<file path="src/rtl/uart_mem_cmd_ctrl_if.sv">
// Memory-access bus between the UART debug command controller (master) and the
// instruction/data memories (slave). Responses are 42 bits: {1'b1, addr[8:0], data[31:0]}.
interface uart_mem_cmd_ctrl_if;
    logic        write_mem_req;
    logic        target_mem_type;
    logic [8:0]  target_addr;
    logic        rw_flag;
    logic [31:0] wr_data;
    logic [41:0] imem_resp_data;
    logic        imem_resp_ready;
    logic [41:0] dmem_resp_data;
    logic        dmem_resp_ready;

    modport master (
        output write_mem_req, target_mem_type, target_addr, rw_flag, wr_data,
        input  imem_resp_data, imem_resp_ready, dmem_resp_data, dmem_resp_ready
    );

    modport slave (
        input  write_mem_req, target_mem_type, target_addr, rw_flag, wr_data,
        output imem_resp_data, imem_resp_ready, dmem_resp_data, dmem_resp_ready
    );
endinterface

</file>
<file path="src/rtl/uart_mem_cmd_ctrl.sv">
// UART debug memory-access initiator: parses command frames from the UART
// receiver, issues one-cycle memory requests while the CPU is halted and
// streams the ACK/NAK or 6-byte read reply back to the UART transmitter.
// Optional feature: define UART_CMD_CHKSUM_EN to require a trailing XOR
// checksum byte on every frame (checked in S_CHK before the request).
module uart_mem_cmd_ctrl #(
    parameter int unsigned RESP_TIMEOUT = 64,
    parameter logic [7:0]  ACK_BYTE     = 8'hA5,
    parameter logic [7:0]  NAK_BYTE     = 8'hEE
) (
    input  logic                clk,
    input  logic                rst_n,
    input  logic [7:0]          rx_byte,
    input  logic                rx_valid,
    input  logic                cpu_enable,
    uart_mem_cmd_ctrl_if.master mem,
    output logic [7:0]          tx_byte,
    output logic                tx_valid,
    input  logic                tx_ready,
    output logic                busy
);
    localparam int unsigned TW = $clog2(RESP_TIMEOUT + 1);

    typedef enum logic [2:0] {
        S_HDR,
        S_ADDR,
        S_DATA,
`ifdef UART_CMD_CHKSUM_EN
        S_CHK,
`endif
        S_ISSUE,
        S_WAIT,
        S_SEND
    } state_e;

    // State entered after the last address/data byte of a frame.
`ifdef UART_CMD_CHKSUM_EN
    localparam state_e S_FRAME_END = S_CHK;
`else
    localparam state_e S_FRAME_END = S_ISSUE;
`endif

    state_e         state_q;
    logic           req_q;
    logic           mem_type_q;
    logic           rw_q;
    logic [8:0]     addr_q;
    logic [31:0]    wr_data_q;
    logic [1:0]     data_cnt_q;
    logic [TW-1:0]  wait_cnt_q;
    logic [47:0]    tx_buf_q;
    logic [2:0]     tx_left_q;
    logic           tx_valid_q;

    // Only the memory selected by the header can complete a read.
    logic           sel_ready;
    logic [41:0]    sel_data;
    assign sel_ready = mem_type_q ? mem.imem_resp_ready : mem.dmem_resp_ready;
    assign sel_data  = mem_type_q ? mem.imem_resp_data  : mem.dmem_resp_data;

`ifdef UART_CMD_CHKSUM_EN
    logic [7:0] chk_q;

    // Running XOR of header, address and data bytes of the current frame.
    always_ff @(posedge clk or negedge rst_n) begin
        if (!rst_n) begin
            chk_q <= '0;
        end else if (rx_valid) begin
            if (state_q == S_HDR) begin
                chk_q <= rx_byte;
            end else if (state_q == S_ADDR || state_q == S_DATA) begin
                chk_q <= chk_q ^ rx_byte;
            end
        end
    end
`endif

    // Command FSM with registered bus and UART outputs.
    // NOTE: sequential state uses non-blocking (<=) so every register samples
    // the pre-edge values of the others, independent of statement order.
    always_ff @(posedge clk or negedge rst_n) begin
        if (!rst_n) begin
            state_q    <= S_HDR;
            req_q      <= 1'b0;
            mem_type_q <= 1'b0;
            rw_q       <= 1'b0;
            addr_q     <= '0;
            wr_data_q  <= '0;
            data_cnt_q <= '0;
            wait_cnt_q <= '0;
            tx_buf_q   <= '0;
            tx_left_q  <= '0;
            tx_valid_q <= 1'b0;
        end else begin
            // The request is a single-cycle pulse: it only survives the cycle
            // in which it was set on entry to S_ISSUE.
            req_q <= 1'b0;
            case (state_q)
                S_HDR: if (rx_valid) begin
                    rw_q       <= rx_byte[7];
                    mem_type_q <= rx_byte[6];
                    addr_q[8]  <= rx_byte[0];
                    state_q    <= S_ADDR;
                end
                S_ADDR: if (rx_valid) begin
                    addr_q[7:0] <= rx_byte;
                    data_cnt_q  <= '0;
                    if (rw_q) begin
                        state_q <= S_DATA;
                    end else begin
                        state_q <= S_FRAME_END;
                        req_q   <= !cpu_enable && (S_FRAME_END == S_ISSUE);
                    end
                end
                S_DATA: if (rx_valid) begin
                    wr_data_q  <= {wr_data_q[23:0], rx_byte};
                    data_cnt_q <= data_cnt_q + 2'd1;
                    if (data_cnt_q == 2'd3) begin
                        state_q <= S_FRAME_END;
                        req_q   <= !cpu_enable && (S_FRAME_END == S_ISSUE);
                    end
                end
`ifdef UART_CMD_CHKSUM_EN
                S_CHK: if (rx_valid) begin
                    if (rx_byte == chk_q) begin
                        state_q <= S_ISSUE;
                        req_q   <= !cpu_enable;
                    end else begin
                        tx_buf_q   <= {NAK_BYTE, 40'd0};
                        tx_left_q  <= 3'd1;
                        tx_valid_q <= 1'b1;
                        state_q    <= S_SEND;
                    end
                end
`endif
                S_ISSUE: begin
                    // req_q low here means the CPU was running: nothing was issued.
                    if (!req_q) begin
                        tx_buf_q   <= {NAK_BYTE, 40'd0};
                        tx_left_q  <= 3'd1;
                        tx_valid_q <= 1'b1;
                        state_q    <= S_SEND;
                    end else if (rw_q) begin
                        tx_buf_q   <= {ACK_BYTE, 40'd0};
                        tx_left_q  <= 3'd1;
                        tx_valid_q <= 1'b1;
                        state_q    <= S_SEND;
                    end else begin
                        wait_cnt_q <= '0;
                        state_q    <= S_WAIT;
                    end
                end
                S_WAIT: begin
                    if (sel_ready) begin
                        tx_buf_q   <= {6'd0, sel_data};
                        tx_left_q  <= 3'd6;
                        tx_valid_q <= 1'b1;
                        state_q    <= S_SEND;
                    end else if (wait_cnt_q == TW'(RESP_TIMEOUT - 1)) begin
                        tx_buf_q   <= {NAK_BYTE, 40'd0};
                        tx_left_q  <= 3'd1;
                        tx_valid_q <= 1'b1;
                        state_q    <= S_SEND;
                    end else begin
                        wait_cnt_q <= wait_cnt_q + TW'(1);
                    end
                end
                S_SEND: if (tx_ready) begin
                    if (tx_left_q == 3'd1) begin
                        tx_buf_q   <= '0;
                        tx_left_q  <= '0;
                        tx_valid_q <= 1'b0;
                        state_q    <= S_HDR;
                    end else begin
                        tx_buf_q  <= {tx_buf_q[39:0], 8'd0};
                        tx_left_q <= tx_left_q - 3'd1;
                    end
                end
                default: state_q <= S_HDR;
            endcase
        end
    end

    assign mem.write_mem_req   = req_q;
    assign mem.target_mem_type = mem_type_q;
    assign mem.target_addr     = addr_q;
    assign mem.rw_flag         = rw_q;
    assign mem.wr_data         = wr_data_q;
    assign tx_byte             = tx_buf_q[47:40];
    assign tx_valid            = tx_valid_q;
    assign busy                = (state_q != S_HDR);
endmodule

</file>
<file path="src/flat_wrapper.sv">
// flat-port wrapper written by rule: the top's interface ports become plain ports
module uart_mem_cmd_ctrl_flat 
#(
    parameter int unsigned RESP_TIMEOUT = 64,
    parameter logic [7:0]  ACK_BYTE     = 8'hA5,
    parameter logic [7:0]  NAK_BYTE     = 8'hEE
)
  (clk, rst_n, rx_byte, rx_valid, cpu_enable, tx_byte, tx_valid, tx_ready, busy, mem_write_mem_req, mem_target_mem_type, mem_target_addr, mem_rw_flag, mem_wr_data, mem_imem_resp_data, mem_imem_resp_ready, mem_dmem_resp_data, mem_dmem_resp_ready);
  uart_mem_cmd_ctrl_if mem_i ();
  input  logic clk;
  input  logic rst_n;
  input  logic [7:0] rx_byte;
  input  logic rx_valid;
  input  logic cpu_enable;
  output logic [7:0] tx_byte;
  output logic tx_valid;
  input  logic tx_ready;
  output logic busy;
  output wire logic [$bits(mem_i.write_mem_req)-1:0] mem_write_mem_req;
  output wire logic [$bits(mem_i.target_mem_type)-1:0] mem_target_mem_type;
  output wire logic [$bits(mem_i.target_addr)-1:0] mem_target_addr;
  output wire logic [$bits(mem_i.rw_flag)-1:0] mem_rw_flag;
  output wire logic [$bits(mem_i.wr_data)-1:0] mem_wr_data;
  input wire logic [$bits(mem_i.imem_resp_data)-1:0] mem_imem_resp_data;
  input wire logic [$bits(mem_i.imem_resp_ready)-1:0] mem_imem_resp_ready;
  input wire logic [$bits(mem_i.dmem_resp_data)-1:0] mem_dmem_resp_data;
  input wire logic [$bits(mem_i.dmem_resp_ready)-1:0] mem_dmem_resp_ready;
  assign mem_write_mem_req = mem_i.write_mem_req;
  assign mem_target_mem_type = mem_i.target_mem_type;
  assign mem_target_addr = mem_i.target_addr;
  assign mem_rw_flag = mem_i.rw_flag;
  assign mem_wr_data = mem_i.wr_data;
  assign mem_i.imem_resp_data = mem_imem_resp_data;
  assign mem_i.imem_resp_ready = mem_imem_resp_ready;
  assign mem_i.dmem_resp_data = mem_dmem_resp_data;
  assign mem_i.dmem_resp_ready = mem_dmem_resp_ready;
  uart_mem_cmd_ctrl #(.RESP_TIMEOUT(RESP_TIMEOUT), .ACK_BYTE(ACK_BYTE), .NAK_BYTE(NAK_BYTE)) u_core (.clk(clk), .rst_n(rst_n), .rx_byte(rx_byte), .rx_valid(rx_valid), .cpu_enable(cpu_enable), .mem(mem_i), .tx_byte(tx_byte), .tx_valid(tx_valid), .tx_ready(tx_ready), .busy(busy));
endmodule
</file>
<file path="config.mk">
export PLATFORM = sky130hd
export DESIGN_NAME = uart_mem_cmd_ctrl_flat
export DESIGN_NICKNAME = d
export VERILOG_FILES = /design/src/rtl/uart_mem_cmd_ctrl_if.sv /design/src/rtl/uart_mem_cmd_ctrl.sv /design/src/flat_wrapper.sv
export SDC_FILE = /design/constraint.sdc
export NUM_CORES = 1
export LEC_CHECK = 0
export CORE_ASPECT_RATIO = 1.1
export CORE_MARGIN = 1
export CORE_UTILIZATION = 44
export DETAILED_ROUTE_END_ITERATION = 16
export GPL_ROUTABILITY_DRIVEN = 0
export PLACE_DENSITY = 0.77
export SLEW_MARGIN = 20
export SYNTH_ARGS = -nofsm -noshare
export SYNTH_HDL_FRONTEND = slang
export SYNTH_SLANG_ARGS = --single-unit
</file>
<file path="constraint.sdc">
create_clock -name clk -period 2.2 [get_ports clk]
set_input_delay 0.33 -clock clk [delete_from_list [all_inputs] [get_ports clk]]
set_output_delay 0.33 -clock clk [all_outputs]
set_load 0.01 [all_outputs]
</file>
* Yosys cells after proc, flatten, opt, wreduce, memory -nomap -nowiden
Index checks and enable logic that the tools add are counted.
Storage, ports and cells: bits in registers 108, bits in latches 0, memory bits (writable) 0, memory bits (read-only) 0, bits of input ports 99, output and inout bits 54, word-level logic and storage cells 97, memories kept 0
Cells by class: add/sub/neg operators 3, multiply operators 0, divide/modulo/power cells 0, $lt $le $gt $ge 0, equal/unequal tests 20, shifts and indexed selects 0, muxes and demuxes 48, bitwise gates (word level) 0, reductions and logical operators 14
Operators with widths (number):
- $mux W48 | 6
- $pmux W48 S3 | 1
- $mux W3 | 15
- $mux W42 | 1
- $mux W7 | 4
- $pmux W3 S6 | 1
- $ne A2 B2 Y1 const B | 7
- $pmux W7 S2 | 1
- $mux W1 | 13
- $reduce_and A5 Y1 | 2
- $pmux W3 S3 | 1
- $add A7 B1 Y7 const B | 1
- $eq A7 B6 Y1 const B | 1
- $reduce_and A7 Y1 | 1
- $eq A3 B1 Y1 const B | 2
- $eq A3 B2 Y1 const B | 2
- $eq A3 B3 Y1 const B | 2
- $ne A2 B1 Y1 const B | 3
- $reduce_and A2 Y1 | 3
- $reduce_bool A3 Y1 | 2
- $mux W2 | 2
- $pmux W2 S2 | 1
- $reduce_and A4 Y1 | 1
- $reduce_bool A2 Y1 | 2
- 10 further kinds | 10

* Logic depth before layout (Yosys ltp)
Gate-level depths: netlist of run 1.
depth in word-level cells 4, depth in mapped cells 9, depth with buffers taken out 6

* Least setup slack after synthesis of run 1
OpenSTA, ideal clock, no wires.
path type register to register, start point register u_core.state_q[0], end point register u_core.tx_buf_q[13], library setup time 0.125 ns, arrival 2.034 ns, required time 2.075 ns, path slack 0.041 ns, cell stages (with the launch flop) 9, path buffers 4, clock period less this slack 2.159 ns, cells stage by stage dfrtp_1 > buf_6 > or3b_1 > buf_6 > a211oi_4 > or2_1 > buf_6 > buf_12 > mux2_4
Between the ends: word-level cells in the longest chain between the ends 3, elaborated cells on any way between the ends 9, classes of those cells eq/ne (6); mux (1); reduce/logical (2)
RTL lines:
- from (decl) | line uart_mem_cmd_ctrl.sv:43 | state_e state_q;
- from (signal assigned) | line uart_mem_cmd_ctrl.sv:83 | state_q <= S_HDR;
- from (signal assigned) | line uart_mem_cmd_ctrl.sv:103 | state_q <= S_ADDR;
- from (signal assigned) | line uart_mem_cmd_ctrl.sv:109 | state_q <= S_DATA;
- $eq A3 B3 Y1 / $eq A3 B2 Y1 (equally long branches) | line uart_mem_cmd_ctrl.sv:98 | case (state_q)
- $ne A3 B1 Y1 (no line) (tied with other cells)
- $reduce_and A4 Y1 (no line)
- to (signal assigned) | line uart_mem_cmd_ctrl.sv:139 | tx_buf_q <= {NAK_BYTE, 40'd0};
- to (signal assigned) | line uart_mem_cmd_ctrl.sv:144 | tx_buf_q <= {ACK_BYTE, 40'd0};
- to (signal assigned) | line uart_mem_cmd_ctrl.sv:155 | tx_buf_q <= {6'd0, sel_data};
- to (decl) | line uart_mem_cmd_ctrl.sv:51 | logic [47:0] tx_buf_q;
Parallel ways exist; a longest one is shown, timed or not. A chain may end at the register's enable or synchronous reset.

* Final worst setup path of run 1
start point register u_core.state_q[1], end point output port busy
Between the ends: word-level cells in the longest chain between the ends 1
RTL lines:
- $reduce_bool A3 Y1 | line uart_mem_cmd_ctrl.sv:191 | assign busy = (state_q != S_HDR);
- to (decl) | line flat_wrapper.sv:18 | output logic busy;
No other way between the ends.

==> metrics, run 1 <==
Detail Route Antenna Nets 0; Row Count 42; post-route cell area 7520 sq um; final setup violation count 0; commonest non-fill, non-tap cell in the layout clkdlybuf4s50_1; startpoint class of the critical path flip-flop; Cell Area, Synth 5540 sq um; cell family with most CP delay buffers and inverters; critical path class flip-flop to output pin; TritonRoute pass-1 iters 4; DR WL/cell 16.9 um; Layout area overhead 35.7%; # IOs 153; Yosys cell types 46; Root Driver clkbuf_16; DRT Wirelength 12400 um; Worst-path clk slew 70 ps; routed vias 3969; Die Y 120 um; Initial Utilization 45.7%; CP Buf/Inv Count 2; outcome finished clean; NumNets Final 680; CTS tree done; Crit Path Max Fanout 10; Die Width 109 um; cell count after synthesis 430; register area 2700 sq um; multi-input logic area 2530 sq um; worst slew pin tran 416 ps; dpl ws 67.9 ps; pwr/cell area 1160 nW/um^2; Seq/Total Area, Yosys 48.8%; Core Region 12100 sq um; HP Class input pin to async pin; critical path required time 1870 ps; crit-path cells buf_4 -> or3_1 -> clkdlybuf4s50_1; worst-skew pair later-pin latency 350 ps; Leakage Power 0.00332 uW; initial antenna violation count 0; CTS H-tree depth 3; Worst Path Arrival 1810 ps; Post-Synthesis Mean Instance Area 12.9 sq um; Via density 5.39; max incr delay on CP 490 ps; most frequent cells in the layout 151 x clkdlybuf4s50_1, 107 x dfrtp_1, 48 x mux2_2; CTS Buf Count 9; number of max-cap violations 0; clk_skew 5.60 ps; port buffer count 152; syn_nets 533; Max Slew Vio Count 0; endpoints failing hold 0; Die Footprint 13100 sq um; number of diodes 0; largest net degree at the start of global routing 49; minimum clock period 2140 ps; clock buffer depth 2; max_slew headroom 71.5%; Worst VDD drop 717 uV; layout cells sized above 1 21.5%; Remaining DRCs 0; CP endpoint kind output pin; number of global-route vias before repair 4099; CTS sink count 108; Synth Warn # 0; # Post-CTS Setup Buffers 0; first-pass GRT wire length 20300 um; Congestion Overflow GR 0; Filler Cells Inserted 955; max frequency 468 MHz; DRT iter0 DRCs 227; synthesized flop and latch total 108; dpl cell area 7220 sq um; Total GRT Usage 20.1%; Fin Setup TNS 0 ps; dpl hpwl 9080 um; RSZ-0062 raised after global routing false; fin crit share 97.1%; setup ws final 64.5 ps; Critical-path top delay cell clkdlybuf4s50_1
-- final cells by class --
cell class                 instances  area share [%]
timing repair buffer             173            23.5
clock inverter                     6           0.632
inverter                          11           0.549
clock buffer                      10            3.18
multi-input combinational        274            33.6
sequential                       108            36.0
tap                              154            2.56
-- state kept, by name (all words and copies together) (netlist names) --
signal / count
u_core.tx_buf_q: 48
u_core.mem.wr_data: 32
u_core.mem.target_addr: 9
u_core.wait_cnt_q: 7
u_core.state_q: 3
u_core.tx_left_q: 3
u_core.data_cnt_q: 2
u_core.mem.rw_flag: 1
u_core.mem.target_mem_type: 1
u_core.mem.write_mem_req: 1
u_core.tx_valid: 1
-- stage by stage --
step / power (uW) / hold slack, ps / util [%] / cells
finish: 8700 / 421 / 61.9 / 736
global route: 9210 / 448 / 61.9 / 736
CTS: 8800 / 420 / 61.9 / 736
detailed placement: 7210 / 263 / 59.5 / 719
global placement: 7060 / 256 / 59.5 / 719
floorplan: 5640 / 34.4 / - / 430
-- cells by family (layout without fill, tap and decap cells) --
group | Yosys count | count (layout) | synth area share [%]
muxes | 122 | 122 | 25.9
adders and majority gates | 4 | 4 | 0.903
AOI/OAI and AO/OA | 95 | 95 | 13.5
DFF | 108 | 108 | 48.8
and+or+nand+nor | 53 | 53 | 5.24
buffers and inverters | 48 | 200 | 5.71
-- path summary, 6_finish.rpt --
check	endpoint	start	depth (start not counted)	slack, ps
max	busy	u_core.state_q[1]	3	60
min	u_core.tx_buf_q[4]	rst_n	2	420
max reg2reg	u_core.tx_buf_q[12]	u_core.wait_cnt_q[0]	6	100
min reg2reg	u_core.tx_buf_q[0]	u_core.tx_buf_q[0]	1	500
max in group asynchronous	u_core.mem.target_addr[7]	rst_n	3	1170
min in group clk	u_core.tx_buf_q[0]	u_core.tx_buf_q[0]	1	500
-- power by group --
part	internal [uW]	switching (uW)	total, uW
logic	2260	1760	4030
clock network	809	742	1550
registers	2650	473	3120
total	5730	2970	8700
-- Yosys cell counts, drive strengths merged --
| master | n | share of area, % |
|---|---|---|
| a211o | 1 | 0.16 |
| buf | 20 | 3.8 |
| and4 | 1 | 0.16 |
| a32oi | 3 | 0.47 |
| o21a | 1 | 0.14 |
| ha | 4 | 0.90 |
| or2 | 1 | 0.11 |
| a211oi | 2 | 0.50 |
| or3b | 1 | 0.16 |
| nor3 | 5 | 0.45 |
| mux2i | 41 | 7.4 |
| inv | 11 | 0.74 |
| or3 | 1 | 0.11 |
| and2 | 1 | 0.11 |
| a311o | 1 | 0.18 |
| a31oi | 7 | 0.79 |
| o2bb2ai | 40 | 6.8 |
| a21o | 1 | 0.14 |
| a21boi | 1 | 0.14 |
| nand2 | 6 | 0.41 |
| clkbuf | 17 | 1.2 |
| a2111oi | 6 | 0.95 |
| a21oi | 13 | 1.2 |
| o31ai | 2 | 0.27 |
| dfrtp | 108 | 49 |
| nand4b | 1 | 0.16 |
| nor2b | 4 | 0.45 |
| nand4 | 1 | 0.11 |
| nor3b | 3 | 0.50 |
| nand3b | 2 | 0.27 |
| o21ai | 12 | 1.1 |
| nand3 | 7 | 0.63 |
| a22oi | 2 | 0.27 |
| mux2 | 81 | 18 |
| nand2b | 7 | 0.79 |
| nor2 | 12 | 0.81 |
| a22o | 3 | 0.47 |
-- timing repair --
| item | CTS | global route |
|---|---|---|
| endpoints found under the hold margin | 22 | 0 |
| setup endpoints to repair | 0 | 0 |
| gates resized for setup | 0 | 0 |
| hold buffers | 1 | 0 |
-- layer usage --
| layer | share of wire (%) | up-vias | GRT usage [%] |
|---|---|---|---|
| met5 | 0 | - | 0 |
| met4 | 1.0 | 0 | 6.59 |
| met3 | 5.8 | 9 | 4.89 |
| met2 | 51 | 113 | 33.5 |
| met1 | 42 | 1962 | 25.4 |
| li1 | - | 1885 | - |
No activity file was read; power rests on OpenSTA's default activity.
==> inputs of run 2 (changes only) <==
--- a/config.mk
+++ b/config.mk
@@ -10,6 +10,8 @@
 export CORE_UTILIZATION = 44
 export DETAILED_ROUTE_END_ITERATION = 16
 export GPL_ROUTABILITY_DRIVEN = 0
+export GPL_TIMING_DRIVEN = 1
+export HOLD_SLACK_MARGIN = 0.06
 export PLACE_DENSITY = 0.77
 export SLEW_MARGIN = 20
 export SYNTH_ARGS = -nofsm -noshare
==> results of run 2 <==
The final DEF is identical to that of run 1; final timing and power are the same.
==> inputs of run 3 (changes only) <==
--- a/config.mk
+++ b/config.mk
@@ -5,6 +5,7 @@
 export SDC_FILE = /design/constraint.sdc
 export NUM_CORES = 1
 export LEC_CHECK = 0
+export ABC_AREA = 1
 export CORE_ASPECT_RATIO = 1.1
 export CORE_MARGIN = 1
 export CORE_UTILIZATION = 44
==> metrics, run 3 <==
most common cell in the netlist nand2_1; Cell Area, Synth 5510 sq um; Post-synth EDFFs 0; NumNets Final 973; Post-synth top cells 412 x nand2_1, 108 x dfrtp_1, 36 x o21ai_0; Worst Path Arrival 1580 ps; register area 2700 sq um; Core Region 12100 sq um; max reg flops 48; number of global-route vias before repair 4806; Die Y 119 um; Reg with most FFs u_core.tx_buf_q; port buffer count 152; worst slew pin tran 562 ps; commonest non-fill, non-tap cell in the layout nand2_1; CTS sink count 108; DRT iter0 DRCs 265; DRT Wirelength 13700 um; CTS H-tree depth 3; Worst-path clk slew 70 ps; max frequency 524 MHz; share of the synthesized area in the top cell type 49.0%; Initial Utilization 45.4%; CTS tree done; Fin Setup TNS 0 ps; endpoints failing hold 0; DR WL/cell 13.3 um; CP endpoint kind output pin; Worst VDD drop 693 uV; number of max-cap violations 0; number of diodes 0; first-pass GRT wire length 22700 um; TritonRoute pass-1 iters 5; minimum clock period 1910 ps; largest net degree at the start of global routing 59; final setup violation count 0; multi-input logic area 2410 sq um; clk_skew 4.33 ps; worst-skew pair later-pin latency 340 ps; Seq/Total Area, Yosys 49.0%; RSZ-0062 raised after global routing false; HP Class flip-flop to flip-flop; synthesized flop and latch total 108; initial antenna violation count 0; Row Count 42; top cells by area, synth dfrtp_1 49%, nand2_1 28%, o21ai_0 3.3%; Congestion Overflow GR 0; Post-synth top flop dfrtp_1; layout cells sized above 1 6.29%; cell count after synthesis 737; critical path required time 1870 ps; outcome finished clean; most frequent cells in the layout 412 x nand2_1, 151 x clkdlybuf4s50_1, 108 x dfrtp_1; pwr/cell area 1160 nW/um^2; Remaining DRCs 0; dpl hpwl 9560 um; syn_nets 840; Max Slew Vio Count 0; Yosys cell types 30; max_slew headroom 62.5%; Via density 4.79; clock buffer depth 2; Die Footprint 13000 sq um; # IOs 153; Filler Cells Inserted 1131; routed vias 4928; ys async rst share 100%; Total GRT Usage 22.3%; CTS Buf Count 9; Synth Warn # 0; Layout area overhead 34.6%; Post-Synthesis Mean Instance Area 7.48 sq um; power consumption 8630 uW; Leakage Power 0.00379 uW; Crit Path Max Fanout 8; Die Width 109 um; startpoint class of the critical path flip-flop; Root Driver clkbuf_16; critical path class flip-flop to output pin; fin crit share 86.8%; Detail Route Antenna Nets 0; post-synth top area cell dfrtp_1
## run 3: cell count changes in the layout (fill, tap and decap cells not counted), moves of 7 or more
cell	delta
a31oi_1	-7
buf_4	-7
inv_1	+20
mux2_2	-40
mux2_4	-30
mux2i_1	-41
nand2_1	+406
nand2b_1	-7
nand3_1	+9
nor2_1	+11
o211ai_1	+9
o21ai_0	+24
o2bb2ai_1	-36
or2_2	+8
## run 3: area by class of cell
class                           instances  share of cell area, %
Multi-Input combinational cell        552                   32.5
Clock inverter                          1                  0.405
Inverter                               35                   1.80
Clock buffer                           14                   3.69
Sequential cell                       108                   36.4
Timing Repair Buffer                  164                   22.6
Tap cell                              154                   2.60
## run 3: where the power goes
part,switching (uW),leakage [uW],internal (uW)
logic,2040,0.00224,1710
clock network,694,0.000149,972
registers,517,0.00140,2700
## run 3: cells by family (layout without fill, tap and decap cells)
group                      after synthesis  in the layout  share of synthesized area, %
and+or+nand+nor                        476            476                          34.6
AOI/OAI and AO/OA                       61             61                          6.06
DFF                                    108            108                          49.0
xor gates and xnor gates                 3              3                         0.477
adders and majority gates                4              4                         0.908
buffers and inverters                   77            214                          7.29
muxes                                    8              8                          1.63
## run 3: worst max-delay path, stage by stage, from the launching register on
cell and delay (ps):
dfrtp_1 480, nor2_2 200, nand2_1 80, clkdlybuf4s50_1 480
## run 3: timing repair
action | CTS | global route
resized for setup | 0 | 0
setup endpoints to repair | 0 | 0
buffers inserted | 0 | 0
endpoints found under the hold margin | 38 | 0
hold buffers | 1 | 0
## run 3: stage by stage
| step | std cells | hold slack [ps] | cell area (sq um) | util (%) | setup WS, ps |
|---|---|---|---|---|---|
| 2_1_floorplan | 737 | 34.4 | 5510 | - | 657 |
| 3_3_place_gp | 1012 | 360 | 7100 | 58.5 | 372 |
| 3_5_place_dp | 1012 | 361 | 7100 | 58.5 | 343 |
| 4_1_cts | 1028 | 477 | 7420 | 61.1 | 281 |
| 5_1_grt | 1028 | 493 | 7420 | 61.1 | 141 |
| 6_report | 1028 | 474 | 7420 | 61.1 | 290 |
## run 3: final timing paths
check	startpoint	to	slack, ps	cells past startpoint
max reg2reg	u_core.wait_cnt_q[0]	u_core.tx_buf_q[16]	350	9
max in group asynchronous	rst_n	u_core.mem.wr_data[10]	1020	3
min reg2reg	u_core.tx_buf_q[4]	u_core.tx_buf_q[4]	470	2
min in group asynchronous	rst_n	u_core.tx_buf_q[38]	530	2
min	u_core.tx_buf_q[4]	u_core.tx_buf_q[4]	470	2
max	u_core.state_q[0]	busy	290	3
## run 3: layer usage
| metal | wire, um | track usage [%] | vias to the layer above |
|---|---|---|---|
| met2 | 6220 | 35.8 | 139 |
| met3 | 1310 | 7.44 | 8 |
| met5 | 0 | 0 | - |
| met4 | 129 | 5.57 | 0 |
| li1 | - | - | 2527 |
| met1 | 6020 | 28.7 | 2254 |
